**src/rtl/cnu_layer_sched_ctrl.sv**
```systemverilog
`timescale 1ns/1ps
`default_nettype none
// ============================================================================
// Module   : cnu_layer_sched_ctrl
// Purpose  : Layered LDPC decoder CNU layer scheduler with iteration control.
// Revision : 1.0 - initial release
// ============================================================================
module cnu_layer_sched_ctrl #(
    parameter int LAYER_NUM          = 3,
    parameter int MAX_ITER           = 8,
    parameter int MEM_RD_LEVEL       = 2,
    parameter int CNU_PIPELINE_LEVEL = 4,
    parameter int PERMUTATION_LEVEL  = 2,
    parameter int PAGE_ALIGN_LEVEL   = 1,
    parameter int VNU_BUBBLE_LEVEL   = 2
) (
    input  logic       read_clk,
    input  logic       rst,
    input  logic       frame_start,
    input  logic       vnu_update_pend,
    input  logic       layer_finish,
    input  logic       syndrome_ok,
    input  logic       termination,
    output logic [3:0] state,
    output logic       busy,
    output logic       cnu_rd,
    output logic       v2c_mem_fetch,
    output logic       c2v_bs_en,
    output logic       c2v_pa_en,
    output logic       c2v_mem_we,
    output logic       last_layer,
    output logic [((LAYER_NUM > 1) ? $clog2(LAYER_NUM) : 1)-1:0] layer_idx,
    output logic [((MAX_ITER > 1) ? $clog2(MAX_ITER) : 1)-1:0]   iter_idx,
    output logic       decode_done,
    output logic       early_exit
);

    function automatic int max_i(input int a, input int b);
        return (a > b) ? a : b;
    endfunction

    localparam int c_layer_w = (LAYER_NUM > 1) ? $clog2(LAYER_NUM) : 1;
    localparam int c_iter_w  = (MAX_ITER > 1) ? $clog2(MAX_ITER) : 1;
    localparam int c_max_len = max_i(max_i(max_i(MEM_RD_LEVEL, CNU_PIPELINE_LEVEL - 1),
                                           max_i(PERMUTATION_LEVEL, PAGE_ALIGN_LEVEL)),
                                     VNU_BUBBLE_LEVEL);
    localparam int c_cnt_w   = (c_max_len > 1) ? $clog2(c_max_len) : 1;

    // Terminal counter value of each timed stage (exit when counter hits it)
    localparam logic [c_cnt_w-1:0] c_bub_last = c_cnt_w'(max_i(VNU_BUBBLE_LEVEL, 1) - 1);
    localparam logic [c_cnt_w-1:0] c_rd_last  = c_cnt_w'(MEM_RD_LEVEL - 1);
    localparam logic [c_cnt_w-1:0] c_cnu_last = c_cnt_w'(CNU_PIPELINE_LEVEL - 2);
    localparam logic [c_cnt_w-1:0] c_bs_last  = c_cnt_w'(PERMUTATION_LEVEL - 1);
    localparam logic [c_cnt_w-1:0] c_pa_last  = c_cnt_w'(max_i(PAGE_ALIGN_LEVEL, 1) - 1);
    localparam logic [c_layer_w-1:0] c_last_layer = c_layer_w'(LAYER_NUM - 1);
    localparam logic [c_iter_w-1:0]  c_last_iter  = c_iter_w'(MAX_ITER - 1);

    typedef enum logic [3:0] {
        S_IDLE       = 4'd0,
        S_VNU_PEND   = 4'd1,
        S_VNU_BUBBLE = 4'd2,
        S_MEM_FETCH  = 4'd3,
        S_CNU_PIPE   = 4'd4,
        S_CNU_OUT    = 4'd5,
        S_BS_WB      = 4'd6,
        S_PAGE_ALIGN = 4'd7,
        S_MEM_WB     = 4'd8,
        S_LAYER_WAIT = 4'd9,
        S_DONE       = 4'd10
    } state_t;

    state_t               r_state;
    state_t               w_next_state;
    state_t               w_fetch_entry;
    state_t               w_layer_entry;
    logic [c_cnt_w-1:0]   r_cnt;
    logic [c_layer_w-1:0] r_layer_idx;
    logic [c_iter_w-1:0]  r_iter_idx;
    logic                 r_early_exit;
    logic                 w_timed;
    logic                 w_layer_last;
    logic                 w_iter_last;
    logic                 w_lw_fire;

    assign w_layer_last = (r_layer_idx == c_last_layer);
    assign w_iter_last  = (r_iter_idx == c_last_iter);
    assign w_lw_fire    = (r_state == S_LAYER_WAIT) && layer_finish && !termination;

    always_comb begin
        w_fetch_entry = (VNU_BUBBLE_LEVEL == 0) ? S_MEM_FETCH : S_VNU_BUBBLE;
        w_layer_entry = vnu_update_pend ? S_VNU_PEND : w_fetch_entry;
        w_next_state  = r_state;
        w_timed       = 1'b0;
        case (r_state)
            S_IDLE:       if (frame_start) w_next_state = S_VNU_PEND;
            S_VNU_PEND:   if (!vnu_update_pend) w_next_state = w_fetch_entry;
            S_VNU_BUBBLE: begin
                w_timed = 1'b1;
                if (r_cnt == c_bub_last) w_next_state = S_MEM_FETCH;
            end
            S_MEM_FETCH: begin
                w_timed = 1'b1;
                if (r_cnt == c_rd_last) w_next_state = S_CNU_PIPE;
            end
            S_CNU_PIPE: begin
                w_timed = 1'b1;
                if (r_cnt == c_cnu_last) w_next_state = S_CNU_OUT;
            end
            S_CNU_OUT:    w_next_state = S_BS_WB;
            S_BS_WB: begin
                w_timed = 1'b1;
                if (r_cnt == c_bs_last)
                    w_next_state = (PAGE_ALIGN_LEVEL == 0) ? S_MEM_WB : S_PAGE_ALIGN;
            end
            S_PAGE_ALIGN: begin
                w_timed = 1'b1;
                if (r_cnt == c_pa_last) w_next_state = S_MEM_WB;
            end
            S_MEM_WB:     w_next_state = S_LAYER_WAIT;
            S_LAYER_WAIT: begin
                if (layer_finish) begin
                    if (w_layer_last && (syndrome_ok || w_iter_last))
                        w_next_state = S_DONE;
                    else
                        w_next_state = w_layer_entry;
                end
            end
            S_DONE:       w_next_state = S_IDLE;
            default:      w_next_state = S_IDLE;
        endcase
        // An abort overrides whatever the stage logic decided
        if (termination && (r_state != S_IDLE))
            w_next_state = S_IDLE;
    end

    always_ff @(posedge read_clk) begin
        if (rst) begin
            r_state <= S_IDLE;
            r_cnt   <= '0;
        end else begin
            r_state <= w_next_state;
            if (w_next_state != r_state)
                r_cnt <= '0;
            else if (w_timed)
                r_cnt <= r_cnt + 1'b1;
        end
    end

    always_ff @(posedge read_clk) begin
        if (rst) begin
            r_layer_idx  <= '0;
            r_iter_idx   <= '0;
            r_early_exit <= 1'b0;
        end else if ((r_state == S_IDLE) && frame_start) begin
            r_layer_idx  <= '0;
            r_iter_idx   <= '0;
            r_early_exit <= 1'b0;
        end else if (w_lw_fire) begin
            if (!w_layer_last) begin
                r_layer_idx <= r_layer_idx + 1'b1;
            end else if (syndrome_ok) begin
                r_early_exit <= 1'b1;
            end else if (!w_iter_last) begin
                r_layer_idx <= '0;
                r_iter_idx  <= r_iter_idx + 1'b1;
            end
        end
    end

    assign state         = r_state;
    assign busy          = (r_state != S_IDLE) && (r_state != S_DONE);
    assign cnu_rd        = (r_state == S_CNU_PIPE) || (r_state == S_CNU_OUT);
    assign v2c_mem_fetch = (r_state == S_MEM_FETCH) && (r_cnt == '0);
    assign c2v_bs_en     = (r_state == S_BS_WB) && (r_cnt == '0);
    assign c2v_pa_en     = (r_state == S_PAGE_ALIGN);
    assign c2v_mem_we    = (r_state == S_MEM_WB);
    assign last_layer    = w_layer_last;
    assign layer_idx     = r_layer_idx;
    assign iter_idx      = r_iter_idx;
    assign decode_done   = (r_state == S_DONE);
    assign early_exit    = r_early_exit;

endmodule
`default_nettype wire

```
**config.mk**
```make
export PLATFORM = sky130hd
export DESIGN_NAME = cnu_layer_sched_ctrl
export DESIGN_NICKNAME = d
export VERILOG_FILES = /design/src/rtl/cnu_layer_sched_ctrl.sv
export SDC_FILE = /design/constraint.sdc
export NUM_CORES = 1
export LEC_CHECK = 0
export CAP_MARGIN = 20
export CELL_PAD_IN_SITES_DETAIL_PLACEMENT = 0
export CELL_PAD_IN_SITES_GLOBAL_PLACEMENT = 1
export CORE_MARGIN = 3
export CORE_UTILIZATION = 38
export CTS_CLUSTER_SIZE = 10
export DETAILED_ROUTE_END_ITERATION = 10
export PLACE_DENSITY_LB_ADDON = 0.1
export SKIP_CTS_REPAIR_TIMING = 1
export SLEW_MARGIN = 10
export SYNTH_ARGS = -nofsm -noshare
export SYNTH_HDL_FRONTEND = slang
export SYNTH_SLANG_ARGS = --single-unit
```
**constraint.sdc**
```tcl
create_clock -name read_clk -period 2.5 [get_ports read_clk]
set_input_delay 0.375 -clock read_clk [delete_from_list [all_inputs] [get_ports read_clk]]
set_output_delay 0.375 -clock read_clk [all_outputs]
set_load 0.03 [all_outputs]
```
==> metrics.md <==
| Metric | Value |
|---|---|
| DRC | 0 |
| Synth area leader | dfxtp_1 |
| RSZ-0062 raised after global routing | no |
| H-tree Lvls | 1 |
| Post-route non-filler standard cell count | 166 |
| Final nets | 151 |
| Worst reg2reg startpoint | state[1]$_SDFF_PP0_ |
| Worst Hold Class | reg -> reg |
| Final setup margin | 0.201 ns |
| Routed WL | 2170 um |
| Ys flop type | dfxtp_1 |
| Port bufs | 24 |
| Via density | 5.42 |
| Hold Path End | early_exit$_SDFFE_PP0P_ |
| CORE AREA | 2300 um^2 |
| Post-DP Area | 1210 um^2 |
| Pre-CTS WS | 0.486 ns |
| Final Hold Viols | 0 |
| First-pass GRT wire length | 3790 um |
| Initial Utilization | 0.419 |
| Die height | 56.3 um |
| Pwr/cell area | 371 nW/um^2 |
| Rows | 17 |
| Final Max Tran Viols | 0 |
| GRT Util Overall | 0.148 |
| Vias post-DR | 900 |
| Clk sinks | 12 |
| Worst hold path cell count | 2 |
| Post-Synthesis Cells | 112 |
| Final Skew | 0.00465 ns |
| Pin count of the biggest net entering global routing | 18 |
| Setup Viol. Count Final | 0 |
| Net count after synthesis | 124 |
| #FFs+latches synth | 12 |
| Clock latency on the worst-skew pair | 0.27 ns |
| Outcome | completed |
| Non-Filler Cell Area, Final | 1250 um^2 |
| Fin Setup TNS | 0 ns |
| Register area share after synthesis | 0.250 |
| TritonCTS clock tree | yes |
| Synth Area in Adders | 0.0650 |
| Critical path capture point type | output pin |
| Initial DRC count | 11 |
| Drt first pass iters | 4 |
| Die Area | 3170 um^2 |
| Synth area leaders | dfxtp_1 (25%), ha_1 (6.5%), nor2_1 (4.7%) |
| Yosys cell types | 41 |
| Worst-Margin Slew | 0.550 ns |
| Xor and xnor fraction of the mapped netlist area | 0.0273 |
| HPWL after detailed placement | 1740 um |
| Worst path required time | 2.12 ns |
| CTS root buf | clkbuf_4 |
| Vias in the first global route | 849 |
| Largest family of logic cells by synthesized area | simple AND/OR/NAND/NOR gates |
| R2R Setup Slk | 0.55 ns |
| P_leak | 0.488 nW |
| Routed len/inst | 13.1 um |
| Fin crit period | 2.30 ns |
| Cell Area, Synth | 962 um^2 |
| Clock slew at reported path FFs | 0.07 ns |
| Slew HR | 0.633 |
| Die X | 56.3 um |
| Worst-path maximum fanout | 17 |
| Final Cycle Share | 0.920 |
| Critical path type | reg -> out |
| Area grow syn2layout | 29.6% |
| Cts bufs inserted | 3 |
| Post-Synth Simple-Gate Area | 0.326 |
| VDD IR max | 0.375 mV |
| Initial antenna violation count | 0 |
| Clk buf depth | 2 |
| Post-synth EDFFs | 0 |
| Portion of netlist area occupied by mux cells | 0.0572 |
| GP Congestion | 0.900 |
| Fill count | 231 |
| R2R cell count | 6 |
| Max-Cap Viols | 0 |
| Syn. warnings | 0 |
| Hold Path Origin | early_exit$_SDFFE_PP0P_ |
| Placed cells | 162 |
| Compound-gate portion of the synthesized area | 0.189 |
| N_diodes | 0 |
| Layout cells sized above 1 | 0.145 |
| Commonest cells post-synth | dfxtp_1 (12), nor2_1 (12), a21oi_1 (7), nor3_1 (7), o21ai_0 (6) |
| Worst flop-to-flop path endpoint | iter_idx[2]$_SDFFE_PP0P_ |
| Crit path DAT | 1.92 ns |
| IO Pins | 25 |
| Fmax | 435 MHz |
| Antenna viol nets, final | 0 |
| CP Launch Type | register |
| Syn avg cell area | 8.59 um^2 |
| Ys async rst share | 0 |
| Synth top area share | 0.250 |
| Overflow after GRT | 0 |
## where the power goes
| part | switching, mW | leakage [nW] | internal (mW) |
|---|---|---|---|
| clock network | 0.0624 | 0.0210 | 0.0885 |
| logic | 0.0577 | 0.370 | 0.0498 |
| registers | 0.00959 | 0.0970 | 0.195 |
| total | 0.130 | 0.488 | 0.333 |
## state kept, by name, summed over array words and instances (netlist names)
| signal | cells |
|---|---|
| layer_idx | 2 |
| r_cnt | 2 |
| iter_idx | 3 |
| state | 4 |
| early_exit | 1 |
## through the flow
step	utilization	power, mW	hold WS (ns)
floorplan	-	0.281	0.520
global placement	0.527	0.316	0.451
detailed placement	0.527	0.317	0.463
CTS	0.543	0.472	0.477
global route	0.543	0.485	0.540
finish	0.543	0.463	0.473
## layout make-up
class | instances | area [um^2] | area share
Timing Repair Buffer | 29 | 278 | 0.223
Clock buffer | 4 | 36.3 | 0.0291
Inverter | 5 | 18.8 | 0.0150
Sequential cell | 12 | 240 | 0.193
Multi-Input combinational cell | 88 | 639 | 0.513
Tap cell | 28 | 35.0 | 0.0281
## kinds of logic after synthesis
group                    Yosys count
buffers and inverters             12
flip-flops                        12
AO/OA/AOI/OAI                     25
adder cells (fa/ha/maj)            5
AND/OR/NAND/NOR                   50
XOR/XNOR                           3
multiplexers                       5
## routing by layer
metal	up-vias	global-route usage	part of all wire
li1	455	-	-
met1	420	0.206	0.48
met2	23	0.232	0.46
met3	2	0.0414	0.052
met4	0	0.0203	0.0041
met5	-	0	0
## worst max-delay path by stage
stage                                startpoint     endpoint  slack [ns]  cells after the start
after floorplan             state[3]$_SDFF_PP0_  decode_done        0.16                      4
after global placement      state[0]$_SDFF_PP0_   c2v_mem_we        0.52                      3
after detailed placement    state[2]$_SDFF_PP0_    c2v_bs_en        0.49                      3
after CTS                 r_cnt[0]$_SDFFE_PP0P_    c2v_bs_en        0.19                      5
after global routing        state[1]$_SDFF_PP0_  decode_done        0.07                      2
final                       state[2]$_SDFF_PP0_    c2v_bs_en        0.20                      3
## cell usage in the layout (no fill, tap or decap), types with 5 or more instances in the layout
| master | Yosys | final |
|---|---|---|
| a21oi_1 | 7 | 7 |
| buf_4 | 4 | 5 |
| clkdlybuf4s50_1 | 0 | 24 |
| dfxtp_1 | 12 | 12 |
| ha_1 | 5 | 5 |
| inv_1 | 5 | 5 |
| nand2_1 | 5 | 5 |
| nor2_1 | 12 | 12 |
| nor3_1 | 7 | 7 |
| o21ai_0 | 6 | 6 |
## critical path, cell delays in order, from the launching register on
cell	delay (ns)
dfxtp_1	0.67
nand3_1	0.13
nor3_1	0.16
clkdlybuf4s50_1	0.69
No activity file was read; power rests on OpenSTA's default activity.
